## src/rtl/serpent_pkg.sv

```systemverilog
// Shared constants, mode encoding and rotate helpers for the Serpent
// linear-transform datapath.
//
// Contents:
//   SERPENT_BLOCK_W / SERPENT_WORD_W / SERPENT_ROUNDS - block geometry
//   LT_ROT_* / LT_SHL_*                              - LT rotate and shift amounts
//   lt_mode_e                                         - LT_FWD (0) / LT_INV (1)
//   rol32 / ror32                                     - 32-bit rotates
package serpent_pkg;

  localparam int SERPENT_BLOCK_W = 128;
  localparam int SERPENT_WORD_W  = 32;
  localparam int SERPENT_ROUNDS  = 32;

  // Rotate amounts in the order they appear in the forward transform.
  localparam int LT_ROT_A = 13;
  localparam int LT_ROT_B = 3;
  localparam int LT_ROT_C = 1;
  localparam int LT_ROT_D = 7;
  localparam int LT_ROT_E = 5;
  localparam int LT_ROT_F = 22;

  // Logical left shifts; bits shifted out are dropped.
  localparam int LT_SHL_A = 3;
  localparam int LT_SHL_B = 7;

  typedef enum logic {
    LT_FWD = 1'b0,
    LT_INV = 1'b1
  } lt_mode_e;

  function automatic logic [SERPENT_WORD_W-1:0] rol32(input logic [SERPENT_WORD_W-1:0] x,
                                                      input int unsigned n);
    rol32 = (x << n) | (x >> (SERPENT_WORD_W - n));
  endfunction

  function automatic logic [SERPENT_WORD_W-1:0] ror32(input logic [SERPENT_WORD_W-1:0] x,
                                                      input int unsigned n);
    ror32 = (x >> n) | (x << (SERPENT_WORD_W - n));
  endfunction

endpackage

```

## src/rtl/serpent_lt_half.sv

```systemverilog
// Combinational half of the Serpent linear transform.
//
// Half 0 covers the first three step lines of the selected direction, half 1
// the remaining two, so chaining half 0 then half 1 gives the full transform
// in either direction.
//
// Ports:
//   i_state  128-bit state, X0=[127:96] .. X3=[31:0]
//   i_half   0 = first part, 1 = second part
//   i_mode   LT_FWD / LT_INV
//   o_state  transformed state
//
// Build option: SERPENT_LT_INV_EN compiles in the inverse transform; without
// it i_mode is ignored and only the forward transform exists.
module serpent_lt_half
  import serpent_pkg::*;
(
  input  logic [SERPENT_BLOCK_W-1:0] i_state,
  input  logic                       i_half,
  input  logic                       i_mode,
  output logic [SERPENT_BLOCK_W-1:0] o_state
);

  logic [SERPENT_WORD_W-1:0] a0, a1, a2, a3;
  logic [SERPENT_WORD_W-1:0] f0, f1, f2, f3;

  assign {a0, a1, a2, a3} = i_state;

  always_comb begin
    f0 = a0;
    f1 = a1;
    f2 = a2;
    f3 = a3;
    if (!i_half) begin
      f0 = rol32(a0, LT_ROT_A);
      f2 = rol32(a2, LT_ROT_B);
      f1 = rol32(a1 ^ f0 ^ f2, LT_ROT_C);
      f3 = rol32(a3 ^ f2 ^ (f0 << LT_SHL_A), LT_ROT_D);
    end else begin
      f0 = rol32(a0 ^ a1 ^ a3, LT_ROT_E);
      f2 = rol32(a2 ^ a3 ^ (a1 << LT_SHL_B), LT_ROT_F);
    end
  end

`ifdef SERPENT_LT_INV_EN
  logic [SERPENT_WORD_W-1:0] r0, r1, r2, r3;

  always_comb begin
    r0 = a0;
    r1 = a1;
    r2 = a2;
    r3 = a3;
    if (!i_half) begin
      // X1/X3 are untouched until the last line, so the XOR undo uses them raw.
      r2 = ror32(a2, LT_ROT_F) ^ a3 ^ (a1 << LT_SHL_B);
      r0 = ror32(a0, LT_ROT_E) ^ a1 ^ a3;
      r3 = ror32(a3, LT_ROT_D);
      r1 = ror32(a1, LT_ROT_C);
    end else begin
      r3 = a3 ^ a2 ^ (a0 << LT_SHL_A);
      r1 = a1 ^ a0 ^ a2;
      r2 = ror32(a2, LT_ROT_B);
      r0 = ror32(a0, LT_ROT_A);
    end
  end

  assign o_state = (i_mode == LT_INV) ? {r0, r1, r2, r3} : {f0, f1, f2, f3};
`else
  logic unused_mode;
  assign unused_mode = i_mode;
  assign o_state     = {f0, f1, f2, f3};
`endif

endmodule

```

## src/rtl/serpent_lt_pipe.sv

```systemverilog
// Pipelined Serpent linear-transform unit with round bypass and sideband tag.
//
// Ports:
//   i_clk, i_rst          clock, synchronous active-high reset
//   i_valid/o_ready       input handshake; i_data, i_round, i_mode, i_tag
//   o_valid/i_ready       output handshake; o_data, o_tag, o_bypassed
//
// Handshake: a word moves on a cycle where valid and ready are both high.
// A producer holds valid and its payload stable until accepted; o_ready is
// combinational from i_ready and never depends on i_valid.
//
// PIPE_STAGES=1 computes the whole transform before one register; 2 splits it
// after the first three step lines. Build option SERPENT_LT_INV_EN enables the
// inverse transform selected by i_mode=1.
module serpent_lt_pipe
  import serpent_pkg::*;
#(
  parameter int PIPE_STAGES  = 1,
  parameter int BYPASS_ROUND = 31,
  parameter int ROUND_W      = 6,
  parameter int TAG_W        = 8
) (
  input  logic                       i_clk,
  input  logic                       i_rst,
  input  logic                       i_valid,
  output logic                       o_ready,
  input  logic [SERPENT_BLOCK_W-1:0] i_data,
  input  logic [ROUND_W-1:0]         i_round,
  input  logic                       i_mode,
  input  logic [TAG_W-1:0]           i_tag,
  output logic                       o_valid,
  input  logic                       i_ready,
  output logic [SERPENT_BLOCK_W-1:0] o_data,
  output logic [TAG_W-1:0]           o_tag,
  output logic                       o_bypassed
);

  if (PIPE_STAGES != 1 && PIPE_STAGES != 2) begin : g_bad_depth
    $error("serpent_lt_pipe: PIPE_STAGES must be 1 or 2");
  end
  if ((1 << ROUND_W) < SERPENT_ROUNDS) begin : g_bad_round_w
    $error("serpent_lt_pipe: ROUND_W too narrow for a round index");
  end

  logic mode_in;
  logic byp_in;

`ifdef SERPENT_LT_INV_EN
  assign mode_in = i_mode;
`else
  logic unused_mode;
  assign unused_mode = i_mode;
  assign mode_in     = LT_FWD;
`endif

  assign byp_in = (i_round == ROUND_W'(BYPASS_ROUND));

  // Per-stage registers and the values presented to each stage.
  logic [PIPE_STAGES-1:0]     v_q, v_d, mode_q, mode_d, byp_q, byp_d, ld;
  logic [SERPENT_BLOCK_W-1:0] data_q [PIPE_STAGES];
  logic [SERPENT_BLOCK_W-1:0] data_d [PIPE_STAGES];
  logic [TAG_W-1:0]           tag_q  [PIPE_STAGES];
  logic [TAG_W-1:0]           tag_d  [PIPE_STAGES];

  logic [PIPE_STAGES-1:0]     in_v, in_mode, in_byp;
  logic [SERPENT_BLOCK_W-1:0] in_data [PIPE_STAGES];
  logic [TAG_W-1:0]           in_tag  [PIPE_STAGES];

  logic [SERPENT_BLOCK_W-1:0] h0_out, h1_in, h1_out;
  logic                       h1_mode;

  // Half 1 follows half 0 directly in the single-stage build and reads the
  // stage-0 register (with its latched mode) in the two-stage build.
  assign h1_in   = (PIPE_STAGES == 1) ? h0_out  : data_q[0];
  assign h1_mode = (PIPE_STAGES == 1) ? mode_in : mode_q[0];

  serpent_lt_half u_half0 (
    .i_state (i_data),
    .i_half  (1'b0),
    .i_mode  (mode_in),
    .o_state (h0_out)
  );

  serpent_lt_half u_half1 (
    .i_state (h1_in),
    .i_half  (1'b1),
    .i_mode  (h1_mode),
    .o_state (h1_out)
  );

  assign in_v[0]    = i_valid;
  assign in_mode[0] = mode_in;
  assign in_byp[0]  = byp_in;
  assign in_tag[0]  = i_tag;

  if (PIPE_STAGES == 2) begin : g_two
    assign ld[1]      = !v_q[1] || i_ready;
    assign ld[0]      = !v_q[0] || ld[1];
    assign in_data[0] = byp_in ? i_data : h0_out;
    assign in_v[1]    = v_q[0];
    assign in_mode[1] = mode_q[0];
    assign in_byp[1]  = byp_q[0];
    assign in_tag[1]  = tag_q[0];
    assign in_data[1] = byp_q[0] ? data_q[0] : h1_out;
  end else begin : g_one
    assign ld[0]      = !v_q[0] || i_ready;
    assign in_data[0] = byp_in ? i_data : h1_out;
  end

  // A loading stage takes the upstream valid bit; payload only moves with a
  // valid word so idle stages keep their last contents.
  always_comb begin
    v_d    = v_q;
    mode_d = mode_q;
    byp_d  = byp_q;
    for (int k = 0; k < PIPE_STAGES; k++) begin
      data_d[k] = data_q[k];
      tag_d[k]  = tag_q[k];
      if (ld[k]) begin
        v_d[k] = in_v[k];
        if (in_v[k]) begin
          data_d[k] = in_data[k];
          tag_d[k]  = in_tag[k];
          mode_d[k] = in_mode[k];
          byp_d[k]  = in_byp[k];
        end
      end
    end
  end

  always_ff @(posedge i_clk) begin
    if (i_rst) begin
      v_q    <= '0;
      mode_q <= '0;
      byp_q  <= '0;
      for (int k = 0; k < PIPE_STAGES; k++) begin
        data_q[k] <= '0;
        tag_q[k]  <= '0;
      end
    end else begin
      v_q    <= v_d;
      mode_q <= mode_d;
      byp_q  <= byp_d;
      for (int k = 0; k < PIPE_STAGES; k++) begin
        data_q[k] <= data_d[k];
        tag_q[k]  <= tag_d[k];
      end
    end
  end

  assign o_ready    = ld[0];
  assign o_valid    = v_q[PIPE_STAGES-1];
  assign o_data     = data_q[PIPE_STAGES-1];
  assign o_tag      = tag_q[PIPE_STAGES-1];
  assign o_bypassed = byp_q[PIPE_STAGES-1];

endmodule

```

## config.mk

```make
export PLATFORM = sky130hd
export DESIGN_NAME = serpent_lt_pipe
export DESIGN_NICKNAME = d
export VERILOG_FILES = /design/src/rtl/serpent_pkg.sv /design/src/rtl/serpent_lt_half.sv /design/src/rtl/serpent_lt_pipe.sv
export SDC_FILE = /design/constraint.sdc
export NUM_CORES = 1
export LEC_CHECK = 0
export CAP_MARGIN = 0
export CORE_MARGIN = 5
export CORE_UTILIZATION = 35
export CTS_CLUSTER_SIZE = 24
export DETAILED_ROUTE_END_ITERATION = 7
export DONT_BUFFER_PORTS = 1
export HOLD_SLACK_MARGIN = 0.05
export PLACE_DENSITY = 0.61
export SLEW_MARGIN = 10
export SYNTH_ARGS = -nofsm -noshare
export SYNTH_HDL_FRONTEND = slang
export SYNTH_SLANG_ARGS = --single-unit
export TNS_END_PERCENT = 20
```

## constraint.sdc

```tcl
create_clock -name i_clk -period 2.46 [get_ports i_clk]
set_input_delay 0.738 -clock i_clk [delete_from_list [all_inputs] [get_ports i_clk]]
set_output_delay 0.738 -clock i_clk [all_outputs]
set_load 0.1 [all_outputs]
```

# --- Word level (Yosys, flattened, before mapping) ---
# Memory sizes are Yosys's and may differ from the RTL's.
# Index checks and enable logic that the tools add are counted.
totals:
  reg_bits: 2
  ramBits: 136
  inputBits: 147
  out_inout_bits: 139
  word_cells: 36
  mem_count: 2
memory_table:
  columns: ["name", "words", "word_bits", "rd", "rd_ports_with_merged_regs", "write_ports", "line", "rtl"]
  rows:
  - ["data_q", 1, 128, 1, 0, 1, "serpent_lt_pipe.sv:60", "logic [SERPENT_BLOCK_W-1:0] data_q [PIPE_STAGES];"]
  - ["tag_q", 1, 8, 1, 0, 1, "serpent_lt_pipe.sv:62", "logic [TAG_W-1:0] tag_q [PIPE_STAGES];"]
op_classes:
  eq_ne: 1
  mux: 12
  bitwise: 14
  n_reduce_logical: 5
ops:
  columns: ["cell", "n"]
  rows:
  - ["128-bit two-way mux", 4]
  - ["32-bit bitwise XOR", 8]
  - ["128-bit OR reduction", 1]
  - ["32-bit by 1-bit bitwise OR with 32-bit output", 1]
  - ["32-bit by 13-bit bitwise OR with 32-bit output", 1]
  - ["32-bit by 22-bit bitwise OR with 32-bit output", 1]
  - ["32-bit by 3-bit bitwise OR with 32-bit output", 1]
  - ["32-bit by 5-bit bitwise OR with 32-bit output", 1]
  - ["32-bit by 7-bit bitwise OR with 32-bit output", 1]
  - ["8-bit two-way mux", 3]
  - ["8-bit OR reduction", 1]
  - ["6-bit by 5-bit equality test with 1-bit output, second input constant", 1]
  - ["1-bit two-way mux", 5]
  - ["2-bit AND reduction", 1]
  - ["1-bit logical NOT", 1]
  - ["1-bit logical OR", 1]

# --- Longest topological paths before layout ---
# Gate-level depths: netlist of the first run.
depth:
  depth_word: 11
  ltp_mapped: 7
  mapped_depth_nobuf: 4

# --- Cells and area by module ---
# Synthesis of the first run repeated with hierarchy kept, for this count alone.
unflattened:
  cells_unflattened: 1515
  area_unflattened_um2: 15046.9
by_module_without_submodules:
  columns: ["mod", "instances", "cells_per_inst", "area_per_inst_um2", "seq_area_each_um2"]
  rows:
  - ["serpent_lt_pipe", 1, 805, 6516.2, 2762.6]
  - ["serpent_lt_half (u_half0)", 1, 356, 4279.1, 0.0]
  - ["serpent_lt_half (u_half1)", 1, 354, 4251.6, 0.0]

# --- Worst setup path after synthesis of the first run ---
# Ideal clock, no wire load.
synth_timing:
  path_type: "register to register"
  start: "reg v_q, in the netlist o_valid"
  end: "mem data_q[0][100]"
  setup_time_ns: 0.086
  arrival_ns: 2.241
  required_ns: 2.374
  path_slack_ns: 0.133
  path_stages_with_launch: 7
  n_path_buf: 2
  period_less_slack_ns: 2.327
  cell_sequence: "dfxtp_1 > nand2b_1 > buf_2 > nand2_1 > buf_1 > a21oi_1 > a211oi_1"
synth_via:
  elab_chain_len: 4
synth_rtl:
  columns: ["item", "line", "rtl"]
  rows:
  - ["start, declared", "serpent_lt_pipe.sv:59", "logic [PIPE_STAGES-1:0] v_q, v_d, mode_q, mode_d, byp_q, byp_d, ld;"]
  - ["start signal, assigned", "serpent_lt_pipe.sv:141", "v_q <= v_d;"]
  - ["1-bit logical NOT", "serpent_lt_pipe.sv:106", "assign ld[0] = !v_q[0] || i_ready;"]
  - ["1-bit logical OR", "serpent_lt_pipe.sv:106", null]
  - ["via o_ready", "serpent_lt_pipe.sv:26", "output logic o_ready,"]
  - ["128-bit two-way mux", null, null]
  - ["128-bit two-way mux (no line)", null, null]
  - ["end, declared", "serpent_lt_pipe.sv:60", null]
# The timed path passes the listed nets, and every way through them passes these cells.

# --- Worst setup path after layout of the first run ---
layout_timing:
  start: "in i_ready"
  end: "out o_ready"
layout_via:
  elab_chain_len: 1
layout_rtl:
  columns: ["item", "line", "rtl"]
  rows:
  - ["start, declared", "serpent_lt_pipe.sv:32", "input logic i_ready,"]
  - ["1-bit logical OR", "serpent_lt_pipe.sv:106", null]
  - ["end, declared", "serpent_lt_pipe.sv:26", null]
# No other way between the ends.

==> summary.md, run 1 <==
| Metric | Value |
|---|---|
| H-tree depth | `4` |
| Total Routing Usage GR | `0.2345` |
| Mapped Cells | `926` |
| Boundary Pins | `286` |
| Area grow syn2layout | `20.83%` |
| Max VDD drop | `0.3615 mV` |
| PostCTS Resize Cnt | `0` |
| Yosys cell types | `35` |
| Met3 WL | `3927 um` |
| Gr ovfl total | `0` |
| CP Launch Type | `input port` |
| CP Capture Type | `output pin` |
| Max Cap Viol | `0` |
| Crit path max-delay family | `buffers and inverters` |
| Via density | `5.518` |
| Maximum buffer depth of the clock tree | `2` |
| Final wirelength | `35,670 um` |
| Max Used Layer | `met4` |
| Post-CTS Hold Fix Bufs | `0` |
| First-pass GRT wire length | `50,430 um` |
| Metal1 wirelength | `13,900 um` |
| Headroom to the max-slew limit | `0.6660` |
| Mapped Nets | `1,073` |
| Layout cell share with drive strength beyond 1 | `0.2389` |
| Crit path cell chain | `nand2b_1 -> buf_4` |
| Core area | `0.02598 sq mm` |
| Sequential area share after synthesis | `0.2996` |
| Final period util | `0.8645` |
| Synthesis-stage register bit count | `138` |
| CP Data Arrival Time | `1.39 ns` |
| Drt wl/cell | `26.06 um` |
| Hpwl dp | `26,910 um` |
| DR vias | `7,554` |
| # Post-CTS Setup Buffers | `0` |
| FMAX | `470.2 MHz` |
| TritonCTS Sinks | `138` |
| Hold WC Path Type | `in -> reg` |
| P_leak | `5.097 nW` |
| Die area | `0.02969 sq mm` |
| Most common cell after layout, fill and taps aside | `buf_4` |
| Synth Cell Area | `0.009221 sq mm` |
| Slew Viols, Final | `0` |
| CP max-delay cell | `buf_4` |
| Port Buf Inserts | `0` |
| TritonCTS Buffers | `17` |
| DRT Pass-1 Iters | `5` |
| Vias in the first global route | `7,373` |
| Avg Inst Size Synth | `9.958 sq um` |
| # DRC | `0` |
| Largest net degree at the start of global routing | `142` |
| Crit Path Class | `in -> out` |
| Final worst path period need | `2.127 ns` |
| Power Dens Cells | `824.2 mW/mm^2` |
| Design area | `0.01114 sq mm` |
| Status | `finished clean` |
| Setup_tns | `0 ns` |
| Most frequent cells in the layout | `buf_4, dfxtp_1, nor2_1` |
| Root buffer cell | `clkbuf_16` |
| Die Ht | `172.3 um` |
| CTS tree | `built` |
| DRT antenna net count | `0` |
| Nets | `1,168` |
| Diode count | `0` |
| Metal2 WL | `17,060 um` |
| Starting density of the core | `0.3549` |
| Worst-path clk slew | `0.07 ns` |
| Placed cell areas | `0.01057 sq mm` |
| Top_reg_cell synth | `dfxtp_1` |
| CP max FO | `8` |
| Buf/Inv on CP | `1` |
| # rows | `59` |
| Post-synth ARST share | `0` |
| CP max stage delay | `0.36 ns` |
| Critical Path RT | `1.72 ns` |
| Initial antenna violation count | `0` |
| Clock skew | `0.01549 ns` |
| Iter 0 DRT Violations | `505` |
| Gpl congestion | `0.8556` |
| Number of synthesized flops with an enable pin | `0` |
| Clk_lat worst skew | `0.44 ns` |
| Setup violations, final | `0` |
| Yosys warnings | `0` |
| Die W | `172.3 um` |
| Worst Max-Slew Pin Slew | `0.4992 ns` |
| Final Hold Fails | `0` |
| Unrepaired setup endpoints after global routing | `false` |
synth_stat cells (3+ instances only):
| cell | n | area [sq um] |
|---|---|---|
| a211oi_1 | 60 | 450.4 |
| a21oi_1 | 56 | 280.3 |
| a311oi_1 | 24 | 210.2 |
| a311oi_2 | 23 | 345.3 |
| a31oi_1 | 7 | 43.79 |
| buf_1 | 5 | 18.77 |
| buf_2 | 15 | 75.07 |
| buf_4 | 7 | 52.55 |
| clkbuf_1 | 52 | 195.2 |
| dfxtp_1 | 138 | 2763 |
| nand2_1 | 103 | 386.6 |
| nand3_1 | 14 | 70.07 |
| nand3b_1 | 3 | 22.52 |
| nor2_1 | 121 | 454.2 |
| nor3_1 | 7 | 35.03 |
| o211ai_1 | 3 | 22.52 |
| o21a_1 | 7 | 52.55 |
| o21ai_0 | 91 | 455.4 |
| o41ai_2 | 3 | 48.80 |
| or3_1 | 25 | 156.4 |
| xnor2_1 | 38 | 332.8 |
| xnor3_1 | 57 | 1284 |
| xnor3_2 | 25 | 594.3 |
| xor3_1 | 31 | 737.0 |
area by class of cell:
cell class / instances / area, sq um
Clock buffer: 17 / 425.4
Timing Repair Buffer: 156 / 1271
Tap cell: 335 / 419.2
Inverter: 1 / 3.754
Multi-Input combinational cell: 707 / 6115
Sequential cell: 138 / 2763
Fill cell: 2628 / 14840
Clock inverter: 15 / 145.1
final timing paths:
kind / end / from / slack, ns / cells past startpoint
setup / recovery: o_ready / i_ready / 0.33 / 2
hold reg to reg: tag_q[0][0] / tag_q[0][0] / 0.46 / 2
hold / removal: o_valid / i_rst / 0.36 / 1
setup reg to reg: data_q[0][113] / o_valid / 0.72 / 5
per-layer routing:
layer | up-vias | global-route usage
met5 | - | 0
met1 | 3634 | 0.2857
met3 | 45 | 0.08939
met4 | 0 | 0.06459
met2 | 327 | 0.3900
li1 | 3548 | -
where the power goes:
group | switching, W | internal, W | leakage (nW)
Combinational | 0.00271 | 0.00134 | 3.67
Clock | 0.00125 | 0.00135 | 0.279
Sequential | 0.0000738 | 0.00246 | 1.14
flip-flops by register name (all words and copies together) (netlist names):
| name | count |
|---|---|
| o_valid | 1 |
| data_q | 128 |
| o_bypassed | 1 |
| tag_q | 8 |
cell families after synthesis:
family / Yosys count / share of synthesized area
buffers and inverters: 81 / 0.03867
flip-flops: 138 / 0.2996
AND/OR/NAND/NOR: 278 / 0.1273
XOR/XNOR: 153 / 0.3255
AO/OA/AOI/OAI: 276 / 0.2090
metrics by stage:
| stage | hold slack (ns) | total power (W) | cells | setup slack [ns] | util |
|---|---|---|---|---|---|
| after floorplan | 0.8740 | 0.005886 | 926 | 0.1333 | - |
| after global placement | 0.4433 | 0.006608 | 1337 | 0.2793 | 0.4068 |
| after detailed placement | 0.4456 | 0.006644 | 1337 | 0.2730 | 0.4068 |
| after CTS | 0.3539 | 0.009259 | 1369 | 0.3201 | 0.4288 |
| after global routing | 0.3526 | 0.009531 | 1369 | 0.2382 | 0.4288 |
| final | 0.3616 | 0.009183 | 1369 | 0.3333 | 0.4288 |
No activity file was read; power rests on OpenSTA's default activity.
==> run 2: changes to the inputs <==
--- a/config.mk
+++ b/config.mk
@@ -5,6 +5,7 @@
 export SDC_FILE = /design/constraint.sdc
 export NUM_CORES = 1
 export LEC_CHECK = 0
+export ABC_AREA = 1
 export CAP_MARGIN = 0
 export CORE_MARGIN = 5
 export CORE_UTILIZATION = 35
==> summary.md, run 2 <==
| Metric | Value |
|---|---|
| Commonest cells in the netlist | `nand2_1, nand3_1, inv_1, dfxtp_1, nor2_1` |
| Maximum buffer depth of the clock tree | `2` |
| Clock skew | `0.01340 ns` |
| Met2 usage | `0.4304` |
| Yosys warnings | `0` |
| R2R setup slack | `0.60 ns` |
| CP max FO | `2` |
| DR vias | `12,825` |
| Max Cap Viol | `0` |
| Number of synthesized flops with an enable pin | `0` |
| Diode count | `0` |
| Worst-path clk slew | `0.06 ns` |
| Die area | `0.03370 sq mm` |
| First-pass GRT wire length | `70,210 um` |
| Most common cell after layout, fill and taps aside | `nand2_1` |
| Multi-input gate area | `0.006526 sq mm` |
| Slew Viols, Final | `0` |
| Drt wl/cell | `20.63 um` |
| Hold WC Path Type | `in -> reg` |
| Synthesis-stage register bit count | `138` |
| Area leader, netlist | `dfxtp_1` |
| # rows | `63` |
| CP Launch Type | `flip-flop` |
| Final wirelength | `48,040 um` |
| Setup violations, final | `0` |
| Area grow syn2layout | `18.50%` |
| Headroom to the max-slew limit | `0.6430` |
| Final period util | `0.7761` |
| R2r startpoint | `o_valid` |
| Largest net degree at the start of global routing | `112` |
| Top flop regs | `data_q: 128 flops, tag_q: 8 flops` |
| DRT antenna net count | `0` |
| Vias in the first global route | `11,716` |
| Register area | `0.002763 sq mm` |
| Critical Path RT | `1.72 ns` |
| # DRC | `0` |
| Via density | `5.509` |
| Worst Max-Slew Pin Slew | `0.5329 ns` |
| Utilization after layout | `0.4205` |
| Die Ht | `183.6 um` |
| Final Hold Fails | `0` |
| Unrepaired setup endpoints after global routing | `false` |
| GRT busiest layer | `met2` |
| PostCTS Resize Cnt | `0` |
| R2R Path End | `data_q[0][57]` |
| Most frequent cells in the layout | `nand2_1, nand3_1, inv_1` |
| Die W | `183.6 um` |
| Top reg by flops | `data_q` |
| Synth Cell Area | `0.01055 sq mm` |
| Boundary Pins | `286` |
| Setup_tns | `0 ns` |
| Core area | `0.02972 sq mm` |
| Layout cell share with drive strength beyond 1 | `0.1295` |
| Yosys cell types | `37` |
| Port Buf Inserts | `0` |
| Max FFs per register | `128` |
| Starting density of the core | `0.3549` |
| Mapped Nets | `1,965` |
| FMAX | `523.8 MHz` |
| GR Util met1 | `0.3344` |
| Synth area leaders | `dfxtp_1, nand2_1, nand3_1` |
| Hpwl dp | `37,890 um` |
| Post-synth ARST share | `0` |
| Mapped Cells | `1,818` |
| CP startpoint | `o_valid` |
| P_leak | `6.667 nW` |
| Crit path capture | `o_ready` |
| CTS tree | `built` |
| Iter 0 DRT Violations | `1,269` |
| Gr ovfl total | `0` |
| DRT Pass-1 Iters | `5` |
| Initial antenna violation count | `0` |
| Met3 Usage GRT | `0.09972` |
| Post-CTS Hold Fix Bufs | `0` |
| Crit Path Class | `reg -> out` |
| Fill cell count | `3,247` |
| Total Routing Usage GR | `0.2744` |
| TritonCTS Buffers | `17` |
| Pwr Total | `0.008890 W` |
| CP Data Arrival Time | `1.17 ns` |
| R2R depth | `8` |
| Root buffer cell | `clkbuf_16` |
| Nets | `2,072` |
| Final worst path period need | `1.909 ns` |
| Fin Hold WS | `0.3612 ns` |
| Sequential area share after synthesis | `0.2620` |
| Max VDD drop | `0.4681 mV` |
| Gpl congestion | `0.9352` |
| Power Dens Cells | `711.4 mW/mm^2` |
| TritonCTS Sinks | `138` |
| Count leader, synth | `nand2_1` |
| Avg Inst Size Synth | `5.801 sq um` |
| CP Capture Type | `output pin` |
| Clk_lat worst skew | `0.45 ns` |
| Top_reg_cell synth | `dfxtp_1` |
| Synth top area share | `0.2620` |
| H-tree depth | `4` |
| # Post-CTS Setup Buffers | `0` |
| Status | `finished clean` |
-- run 2: cell count changes after synthesis, moves of 38 or more --
cell      previous run  this run
a211oi_1            60         0
xnor2_1             38         0
inv_1                1       197
nand2_1            103       701
nand3_1             14       346
xnor3_1             57         0
-- run 2: worst min path at each step --
stage,from,to,slack [ns],cells past startpoint
3_5_place_dp,data_q[0][105],data_q[0][105],0.45,2
2_1_floorplan,i_data[26],data_q[0][26],0.88,2
4_1_cts,i_rst,data_q[0][95],0.35,1
6_report,i_rst,data_q[0][102],0.36,1
3_3_place_gp,data_q[0][102],data_q[0][102],0.45,2
5_1_grt,i_rst,data_q[0][94],0.34,1
-- run 2: final cells by class --
| cell class | count | share of cell area |
|---|---|---|
| clock buffers | 19 | 0.03544 |
| clock inverters | 13 | 0.01542 |
| inverters | 212 | 0.06428 |
| multi-input cells | 1397 | 0.5222 |
| flip-flops and latches | 138 | 0.2211 |
| well taps | 390 | 0.03905 |
| repair buffers | 159 | 0.1025 |
-- run 2: cell families after synthesis --
family          synth area share
simple gates              0.4639
buf+inv                   0.1192
compound gates            0.1403
flops                     0.2620
xor+xnor                 0.01459
-- run 2: stage by stage --
step | instance area [sq um] | setup WS [ns] | cells
global placement | 11860 | 0.1952 | 2296
detailed placement | 11860 | 0.1800 | 2296
global route | 12500 | 0.4956 | 2328
floorplan | 10550 | 0.1082 | 1818
CTS | 12500 | 0.5232 | 2328
finish | 12500 | 0.5509 | 2328
-- run 2: power breakdown --
| part | total [W] | internal (W) | switching (W) | leakage (nW) |
|---|---|---|---|---|
| clock network | 0.00286 | 0.00173 | 0.00113 | 0.304 |
| registers | 0.00252 | 0.00243 | 0.0000838 | 1.14 |
| logic | 0.00351 | 0.000814 | 0.00269 | 5.22 |
| total | 0.00889 | 0.00498 | 0.00391 | 6.67 |
-- run 2: per-layer routing --
metal | wire, um | part of all wire
met1 | 18410 | 0.38
met2 | 21060 | 0.44
met3 | 6272 | 0.13
met4 | 2295 | 0.048
met5 | 0 | 0
-- run 2: critical path: stages, from the launching register on --
cell     delay (ns)
dfxtp_1        0.33
nand2_4        0.10
buf_4          0.30
==> run 3: changes to the inputs <==
--- a/config.mk
+++ b/config.mk
@@ -5,7 +5,7 @@
 export SDC_FILE = /design/constraint.sdc
 export NUM_CORES = 1
 export LEC_CHECK = 0
-export ABC_AREA = 1
+export ABC_AREA = 0
 export CAP_MARGIN = 0
 export CORE_MARGIN = 5
 export CORE_UTILIZATION = 35
@@ -13,7 +13,7 @@
 export DETAILED_ROUTE_END_ITERATION = 7
 export DONT_BUFFER_PORTS = 1
 export HOLD_SLACK_MARGIN = 0.05
-export PLACE_DENSITY = 0.61
+export PLACE_DENSITY = 0.63
 export SLEW_MARGIN = 10
 export SYNTH_ARGS = -nofsm -noshare
 export SYNTH_HDL_FRONTEND = slang
==> constraint.sdc (replaced) <==
create_clock -name i_clk -period 1.7 [get_ports i_clk]
set_input_delay 0.51 -clock i_clk [delete_from_list [all_inputs] [get_ports i_clk]]
set_output_delay 0.51 -clock i_clk [all_outputs]
set_load 0.1 [all_outputs]
==> summary.md, run 3 (synthesized netlist as in run 1, its figures left out) <==
| Metric | Value |
|---|---|
| Starting density of the core | `0.3549` |
| Max VDD drop | `0.5121 mV` |
| DRT Pass-1 Iters | `5` |
| Setup violations, final | `0` |
| Status | `finished clean` |
| Most frequent cells in the layout | `buf_4, dfxtp_1, nor2_1` |
| Die area | `0.02969 sq mm` |
| CP Launch Type | `flip-flop` |
| H-tree depth | `4` |
| Crit Path Class | `reg -> out` |
| Register area | `0.002766 sq mm` |
| CP max FO | `4` |
| Port Buf Inserts | `0` |
| P_leak | `5.353 nW` |
| FMAX | `615.0 MHz` |
| Initial antenna violation count | `0` |
| Top flop regs | `data_q: 128 flops, tag_q: 8 flops` |
| Core area | `0.02598 sq mm` |
| Critical Path RT | `1.19 ns` |
| Gr ovfl total | `0` |
| Power share of the clock group | `0.283` |
| Slew Viols, Final | `0` |
| Most common cell after layout, fill and taps aside | `buf_4` |
| CP Capture Type | `output pin` |
| Flop pwr share | `0.271` |
| Die Ht | `172.3 um` |
| DR vias | `7,758` |
| First-pass GRT wire length | `50,050 um` |
| Int Pwr | `0.007714 W` |
| Final period util | `0.9564` |
| Pwr Total | `0.01353 W` |
| Via density | `5.471` |
| Vias in the first global route | `7,504` |
| Hpwl dp | `28,120 um` |
| Max FFs per register | `128` |
| Diode count | `0` |
| Headroom to the max-slew limit | `0.6577` |
| Gpl congestion | `0.8745` |
| Psw | `0.005813 W` |
| Total Routing Usage GR | `0.2338` |
| Fin Hold WS | `0.1422 ns` |
| Boundary Pins | `286` |
| # DRC | `0` |
| # Post-CTS Setup Buffers | `0` |
| Hold WC Path Type | `in -> reg` |
| TritonCTS Sinks | `138` |
| Worst-path clk slew | `0.07 ns` |
| Power Dens Cells | `1170 mW/mm^2` |
| Final Hold Fails | `0` |
| Maximum buffer depth of the clock tree | `2` |
| # rows | `59` |
| Multi-input gate area | `0.006117 sq mm` |
| Utilization after layout | `0.4450` |
| Root buffer cell | `clkbuf_16` |
| Die W | `172.3 um` |
| Drt wl/cell | `25.29 um` |
| Final worst path period need | `1.626 ns` |
| Max Cap Viol | `0` |
| Top reg by flops | `data_q` |
| Fill cell count | `2,532` |
| CP Data Arrival Time | `1.12 ns` |
| Nets | `1,217` |
| Area grow syn2layout | `25.39%` |
| Iter 0 DRT Violations | `585` |
| CTS tree | `built` |
| Switching Fraction | `0.4298` |
| TritonCTS Buffers | `17` |
| DRT antenna net count | `0` |
| Clock skew | `0.009506 ns` |
| Final wirelength | `35,860 um` |
| Largest net degree at the start of global routing | `142` |
| Clk_lat worst skew | `0.44 ns` |
| Unrepaired setup endpoints after global routing | `false` |
| Worst Max-Slew Pin Slew | `0.5135 ns` |
| Gate power share | `0.445` |
| Layout cell share with drive strength beyond 1 | `0.2752` |
run 3: cell count changes in the layout (fill, tap and decap cells not counted), moves of 24 or more:
cell      delta
or3_1       +25
a311oi_1    +24
inv_1      -196
a211oi_1    +60
xnor3_1     +57
nor2_1      +32
nand3_1    -332
xnor3_2     +25
xnor2_1     +38
nand2_1    -599
xor3_1      +31
a221oi_2    -26
buf_4       +42
run 3: power groups by stage:
stage | clock network (W) | registers [W] | logic [W]
after floorplan | 0 | 0.00620 | 0.00232
after global placement | 0 | 0.00373 | 0.00598
after detailed placement | 0 | 0.00374 | 0.00603
after CTS | 0.00389 | 0.00367 | 0.00605
after global routing | 0.00401 | 0.00370 | 0.00630
final | 0.00383 | 0.00367 | 0.00603
run 3: final timing paths:
| check | start | depth (start not counted) | end | slack, ns |
|---|---|---|---|---|
| setup / recovery | o_valid | 2 | o_ready | 0.07 |
| hold / removal | i_rst | 1 | data_q[0][2] | 0.14 |
| setup reg to reg | o_valid | 5 | data_q[0][14] | 0.16 |
| hold reg to reg | data_q[0][8] | 2 | data_q[0][8] | 0.47 |
run 3: cell type report:
class                      instances  share of cell area
clock buffer                      17             0.03679
clock inverter                    15             0.01331
inverter                           1           0.0003246
multi-input combinational        707              0.5291
sequential                       138              0.2393
tap                              335             0.03625
timing repair buffer             205              0.1450
run 3: metal layers:
layer  wire length, um  track usage  up-vias
li1                  -            -     3650
met1             13830       0.2836     3696
met2             16900       0.3806      346
met3              4048      0.09008       66
met4              1086      0.08237        0
met5                 0            0        -
run 3: stage by stage:
step / TNS [ns] / setup slack [ns] / cells / area [sq um]
3_5_place_dp: -3.981 / -0.1967 / 1386 / 10970
6_report: 0 / 0.07405 / 1418 / 11560
3_3_place_gp: -2.359 / -0.1752 / 1386 / 10970
5_1_grt: 0 / 0.02083 / 1418 / 11560
2_1_floorplan: -0.1375 / -0.03056 / 926 / 9231
4_1_cts: 0 / 0.05470 / 1418 / 11560
run 3: worst max-delay path, cell delays in order, from the launching register on:
cell      delay [ns]
dfxtp_4         0.35
nand2b_2        0.13
buf_12          0.19
run 3: what timing repair did:
item                                    in CTS  in global routing
gates resized for setup                      4                  0
endpoints found under the setup margin       1                  0
hold buffers                                 0                  0
